===== config.mk =====
export PLATFORM = sky130hd
export DESIGN_NAME = nfive_rf_gen
export DESIGN_NICKNAME = d
export VERILOG_FILES = /design/src/rtl/nfive_rf_gen.sv
export SDC_FILE = /design/constraint.sdc
export NUM_CORES = 2
export LEC_CHECK = 0
export BUFFER_PORTS_ARGS = -buffer_cell sky130_fd_sc_hd__buf_2
export CORE_ASPECT_RATIO = 1.75
export CORE_MARGIN = 1.5
export CORE_UTILIZATION = 28
export DETAILED_ROUTE_END_ITERATION = 12
export PLACE_DENSITY_LB_ADDON = 0.05
export SYNTH_ARGS = -nofsm -noshare
export SYNTH_HDL_FRONTEND = slang
export SYNTH_SLANG_ARGS = --single-unit

===== constraint.sdc =====
create_clock -name HCLK -period 14.4 [get_ports HCLK]
set_input_delay 2.16 -clock HCLK [delete_from_list [all_inputs] [get_ports HCLK]]
set_output_delay 2.16 -clock HCLK [all_outputs]
set_load 0.01 [all_outputs]

===== src/rtl/nfive_rf_gen.sv =====
// Multi-ported register file: two combinational read ports, one write port, and a
// bulk clear that sweeps one register per cycle. Optional write-to-read bypass: RF_BYPASS_EN.
module nfive_rf_gen #(
  parameter int unsigned XLEN     = 32,
  parameter int unsigned AW       = 5,
  parameter int unsigned ZERO_REG = 1
) (
  input  logic            HCLK,
  input  logic            HRESETn,
  input  logic            WR,
  input  logic [AW-1:0]   RW,
  input  logic [XLEN-1:0] DW,
  input  logic [AW-1:0]   RA,
  input  logic [AW-1:0]   RB,
  output logic [XLEN-1:0] DA,
  output logic [XLEN-1:0] DB,
  input  logic            CLR,
  output logic            BUSY
);

  localparam int unsigned DEPTH = 1 << AW;

  localparam logic ST_IDLE  = 1'b0;
  localparam logic ST_CLEAR = 1'b1;

  logic            r_state;
  logic [AW-1:0]   r_cnt;
  logic [XLEN-1:0] r_mem [DEPTH];

  logic            w_busy;
  logic            w_wr_en;
  logic [XLEN-1:0] w_da;
  logic [XLEN-1:0] w_db;

  assign w_busy  = (r_state == ST_CLEAR);
  // Register 0 is never written when it is hardwired to zero.
  assign w_wr_en = WR && !w_busy && !((ZERO_REG != 0) && (RW == '0));

  always_ff @(posedge HCLK) begin
    if (!HRESETn) begin
      for (int i = 0; i < DEPTH; i++) begin
        r_mem[i] <= '0;
      end
      r_state <= ST_IDLE;
      r_cnt   <= '0;
    end else begin
      case (r_state)
        ST_IDLE: begin
          if (w_wr_en) begin
            r_mem[RW] <= DW;
          end
          if (CLR) begin
            r_state <= ST_CLEAR;
            r_cnt   <= '0;
          end
        end
        ST_CLEAR: begin
          r_mem[r_cnt] <= '0;
          r_cnt        <= r_cnt + 1'b1;
          if (r_cnt == AW'(DEPTH - 1)) begin
            r_state <= ST_IDLE;
          end
        end
        default: begin
          r_state <= ST_IDLE;
        end
      endcase
    end
  end

  always_comb begin
    w_da = r_mem[RA];
    w_db = r_mem[RB];
`ifdef RF_BYPASS_EN
    if (w_wr_en && (RW == RA)) w_da = DW;
    if (w_wr_en && (RW == RB)) w_db = DW;
`endif
    if ((ZERO_REG != 0) && (RA == '0)) w_da = '0;
    if ((ZERO_REG != 0) && (RB == '0)) w_db = '0;
  end

  assign DA   = w_da;
  assign DB   = w_db;
  assign BUSY = w_busy;

endmodule


; ---- Yosys cells after proc, flatten, opt, wreduce, memory -nomap -nowiden
; Memory sizes are Yosys's and may differ from the RTL's.
; Index checks and enable logic that the tools add are counted.
[totals]
register_bits = 6
mem_bits_rw = 1024
in_bits = 51
output_inout_bits = 65
elab_cells = 37
memories = 1
[classes]
addsub = 1
n_eq_ne = 2
muxes = 21
bitwise_logic = 1
reduce_logical = 9
[memory_table]
columns = memory, depth, width, read_ports, rd_clocked_by_memory_dff, write_ports, line_no
row1 = r_mem, 32, 32, 2, 0, 32, 28  ; logic [XLEN-1:0] r_mem [DEPTH];
[ops]
columns = operator, count
row1 = 32-bit 2-to-1 mux, 4
row2 = 32-bit OR reduction, 2
row3 = 5-bit zero test, 3
row4 = 5-bit 2-to-1 mux, 3
row5 = 1-bit 2-to-1 mux, 12
row6 = 5-bit one-hot mux with 2 select lines, 1
row7 = 5-bit by 1-bit adder with 5-bit output (second input constant), 1
row8 = 5-bit equality test (second input constant), 1
row9 = 1-bit logical AND, 2
row10 = 1-bit zero test, 2
row11 = 2-bit != test (second input constant), 1
row12 = 1-bit one-hot mux with 2 select lines, 1
row13 = 1-bit NOT, 1

; ---- Logic depth before layout (Yosys ltp)
[logic_depth]
depth_word = 10
mapped_depth = 8

; ---- Worst setup path before layout
; OpenSTA, ideal clock, no wires.
[synth_timing]
kind = input -> register
from = in HRESETn
to = mem r_mem[19][0], enable pin
setup_time_ps = 466
arrival_ps = 5739
t_required_ps = 13934
path_slack_ps = 8195
stages = 7
cell_sequence = buf_2 nand2_2 mux2i_4 nand2_1 clkbuf_1 buf_2 o21ai_0
[synth_lines]
columns = element, line_no
row1 = "start, declared", 9  ; input logic HRESETn,
row2 = "end, declared", 28

; ---- Worst setup path in the final report
[layout_timing]
from = in RB[2]
to = out DB[24]
[layout_between]
elab_chain_len = 2
word_cells_on_any_way = 3
classes_between = mux: 1 / reduce/logical: 1 / memory: 1
[layout_rtl]
columns = element, line_no
row1 = "start, declared", 14  ; input logic [AW-1:0] RB,
row2 = memory 32 x 32 bit / 5-bit zero test (equally long branches), n/a
row3 = 32-bit 2-to-1 mux (*), 79  ; if ((ZERO_REG != 0) && (RB == '0)) w_db = '0;
row4 = "end, declared", 16  ; output logic [XLEN-1:0] DB,
; Mark *: on every way between the ends. The rest lies on a longest branch, timed or not.

==> summary.md <==
| Metric | Value |
|---|---|
| Fmax achieved | `0.116 GHz` |
| Initial antenna violation count | `10` |
| CP Capture Type | `primary output` |
| Syn-to-layout area delta | `12.7%` |
| Share of power burned in registers | `47.3%` |
| Routability cong. | `0.775` |
| Multi-input gate area | `21400 sq um` |
| H-Tree Depth | `3` |
| # hold bufs at CTS | `0` |
| Share of cells above drive strength 1 | `26.3%` |
| Leakage | `19.5 nW` |
| Final Non-Filler Cells | `6242` |
| Finished Cell Area | `60500 sq um` |
| Tcrit/Tclk final | `60.1%` |
| Largest net degree at the start of global routing | `93` |
| Max-slew violations | `0` |
| Fillers | `18700` |
| Placed inst area | `57100 sq um` |
| Avg WL per Cell | `41.2 um` |
| Crit path DAT | `6.50 ns` |
| Final HPWL DP | `145 mm` |
| Mapped cell area | `53700 sq um` |
| RSZ-0062 raised after global routing | `no` |
| Final setup TNS | `0 ns` |
| RR Startpoint | `BUSY` |
| DR pass1 iterations | `7` |
| Worst setup SP type | `input pin` |
| CTS sink cnt | `1030` |
| Slew margin rel. | `16.4%` |
| Register Area | `30900 sq um` |
| Worst skew pair latency | `0.75 ns` |
| CTS tree | `built` |
| Internal power | `5.29 mW` |
| WL final | `257 mm` |
| DRC viols | `0` |
| Final core utilization | `31.7%` |
| Post-synth EDFFs | `1024` |
| Switching Fraction | `28.0%` |
| Reg2reg path depth | `7` |
| Synthesized area per cell | `14.2 sq um` |
| Clock-pin transition on the worst setup and hold timing paths | `0.06 ns` |
| Least-Margin Pin Slew | `1.25 ns` |
| Shortest period the worst path allows | `8.66 ns` |
| Overflow after GRT | `0` |
| Mapped Cells | `3772` |
| Vias | `36600` |
| Number of global-route vias before repair | `38600` |
| Portion of total power attributed to combinational logic | `13.6%` |
| Post-synth ARST share | `0%` |
| Die W | `334 um` |
| Synth cell types | `43` |
| Ys Warns | `0` |
| Final setup vio count | `0` |
| Deepest clock path buffer count | `3` |
| Main flop type after synthesis | `edfxtp_1` |
| Hold Startpoint | `r_cnt[0]` |
| Global-route wire length before repair | `347 mm` |
| Maxcap violations | `0` |
| Num rows | `212` |
| Inst Count DP | `6035` |
| Root Driver | `clkbuf_16` |
| CP startpoint | `RB[2]` |
| Vias per std cell | `5.87` |
| Die H | `582 um` |
| Outcome | `finished, final reports clean` |
| Initial Util | `28.2%` |
| PostCTS Resize Cnt | `0` |
| Setup bufs post-CTS | `0` |
| PortBufs | `115` |
| VDD IR max | `0.0961 mV` |
| Total die area | `195000 sq um` |
| WHS Path Cells | `2` |
| Hold slack | `0.626 ns` |
| Hold Path Class | `flip-flop to flip-flop` |
| # IOs | `116` |
| GRT Util Overall | `26.2%` |
| Crit Path Max Fanout | `67` |
| Nets | `3740` |
| Initial DRC count | `3212` |
| CP Class | `input pin to primary output` |
| Critical Path RT | `12.24 ns` |
| Flops & latches, synth | `1030` |
| Post-DRT Antenna Nets | `0` |
| Pwr dens | `121 nW/um^2` |
| Core area | `191000 sq um` |
| Post-synthesis sequential area ratio | `57.5%` |
| Switching power | `2.06 mW` |
| Fin Clk Skew | `0.0186 ns` |
| Clock power share | `39.2%` |
| CTS buffer count | `111` |
| Final Hold Fails | `0` |
-- cell usage in the layout (no fill, tap or decap), types with 3 or more instances in the layout --
cell type,synthesis,routed
bufinv_16,0,7
clkbuf_1,289,33
a311oi_1,64,64
o2111ai_1,15,15
mux2_2,65,65
nand2b_1,5,3
clkbuf_16,0,114
a22oi_1,64,64
nand2_1,91,66
o21ai_4,0,21
nand2_2,1,4
o21ai_1,3,3
conb_1,1,32
a221oi_1,49,49
o21ai_0,136,115
clkinv_1,0,28
nor3b_1,3,3
buf_8,0,4
diode_2,0,4
buf_2,165,108
nor3_1,640,640
buf_4,5,144
nand4_4,10,10
mux4_2,448,448
nor2_1,360,356
dfxtp_1,6,6
a211oi_1,64,64
clkinv_2,0,16
nor2b_4,0,4
edfxtp_1,1024,1024
and2_1,5,3
a21oi_1,3,3
nor2b_1,73,69
mux2i_1,130,130
nand2_4,0,21
-- Yosys cell counts, types with 2 or more instances --
| master | count | area share [%] |
|---|---|---|
| nand2_1 | 91 | 0.64 |
| and2_1 | 5 | 0.058 |
| buf_1 | 29 | 0.20 |
| mux4_2 | 448 | 19 |
| dfxtp_1 | 6 | 0.22 |
| buf_4 | 5 | 0.070 |
| edfxtp_1 | 1024 | 57 |
| nand4_1 | 2 | 0.023 |
| mux2i_1 | 130 | 2.4 |
| a22oi_1 | 64 | 0.89 |
| clkbuf_1 | 289 | 2.0 |
| a221oi_1 | 49 | 0.80 |
| buf_2 | 165 | 1.5 |
| nand4_4 | 10 | 0.40 |
| a211oi_1 | 64 | 0.89 |
| mux2_2 | 65 | 1.4 |
| ha_1 | 2 | 0.047 |
| or4_1 | 2 | 0.028 |
| a21oi_1 | 3 | 0.028 |
| o21ai_2 | 2 | 0.033 |
| inv_1 | 3 | 0.021 |
| o21ai_1 | 3 | 0.028 |
| nor3b_1 | 3 | 0.042 |
| nor2b_1 | 73 | 0.85 |
| nand2b_1 | 5 | 0.058 |
| nor2_1 | 360 | 2.5 |
| o2111ai_1 | 15 | 0.24 |
| or2_2 | 2 | 0.023 |
| a311oi_1 | 64 | 1.0 |
| o21ai_0 | 136 | 1.3 |
| nand4b_1 | 2 | 0.033 |
| nor3_1 | 640 | 6.0 |
-- cell families (layout without fill, tap and decap cells) --
| family | after synthesis | in the layout | share of synthesized area, % |
|---|---|---|---|
| multiplexers | 644 | 644 | 22.6 |
| AND/OR/NAND/NOR | 1199 | 1199 | 10.7 |
| buffers and inverters | 492 | 466 | 3.87 |
| adder cells (fa/ha/maj) | 2 | 2 | 0.0466 |
| other | 1 | 36 | 0.00698 |
| flip-flops | 1030 | 1030 | 57.5 |
| AO/OA/AOI/OAI | 404 | 404 | 5.32 |
-- cell type report --
cell class	instances	share of cell area, %
antenna	4	0.0165
clock buffer	148	4.94
clock inverter	55	0.721
inverter	3	0.0269
multi-input combinational	2281	35.3
sequential	1030	51.0
tap	2461	5.09
timing repair buffer	260	2.88
-- through the flow --
step / setup WS [ns] / total power, mW
final: 5.74 / 7.35
after global routing: 5.87 / 7.54
after CTS: 5.91 / 7.43
after detailed placement: 5.91 / 4.55
after global placement: 5.75 / 4.55
after floorplan: 8.20 / 4.07
-- worst max-delay path, stage by stage --
cell and delay [ns]:
buf_8 0.51, buf_4 0.66, buf_4 0.85, mux2i_1 0.21
a221oi_1 0.34, o21ai_0 0.19, a311oi_1 1.06, buf_2 0.31
-- state kept, by name, indices dropped and copies added, names as in the netlist --
register and count:
BUSY 1, r_mem 1024, r_cnt 5
-- power groups by stage --
stage	Sequential (mW)	Clock, mW	Combinational, mW
finish	3.47	2.88	0.999
global route	3.49	3.02	1.03
CTS	3.47	2.94	1.01
detailed placement	3.54	0	1.01
global placement	3.54	0	1.01
floorplan	3.51	0	0.551
-- path summary, 6_finish.rpt --
kind | end | slack [ns]
min reg2reg | r_cnt[0] | 0.63
max reg2reg | r_mem[22][21] | 9.01
min | r_cnt[0] | 0.63
max | DB[24] | 5.74
-- metal layers --
layer  up-vias  share of wire, %  GRT usage, %
met5         -                 0             0
met1     20300                39          31.5
li1      14900                 -             -
met4         0               3.6          9.24
met2      1191                53          48.0
met3       318               4.3          2.93
No activity file was read; power rests on OpenSTA's default activity.
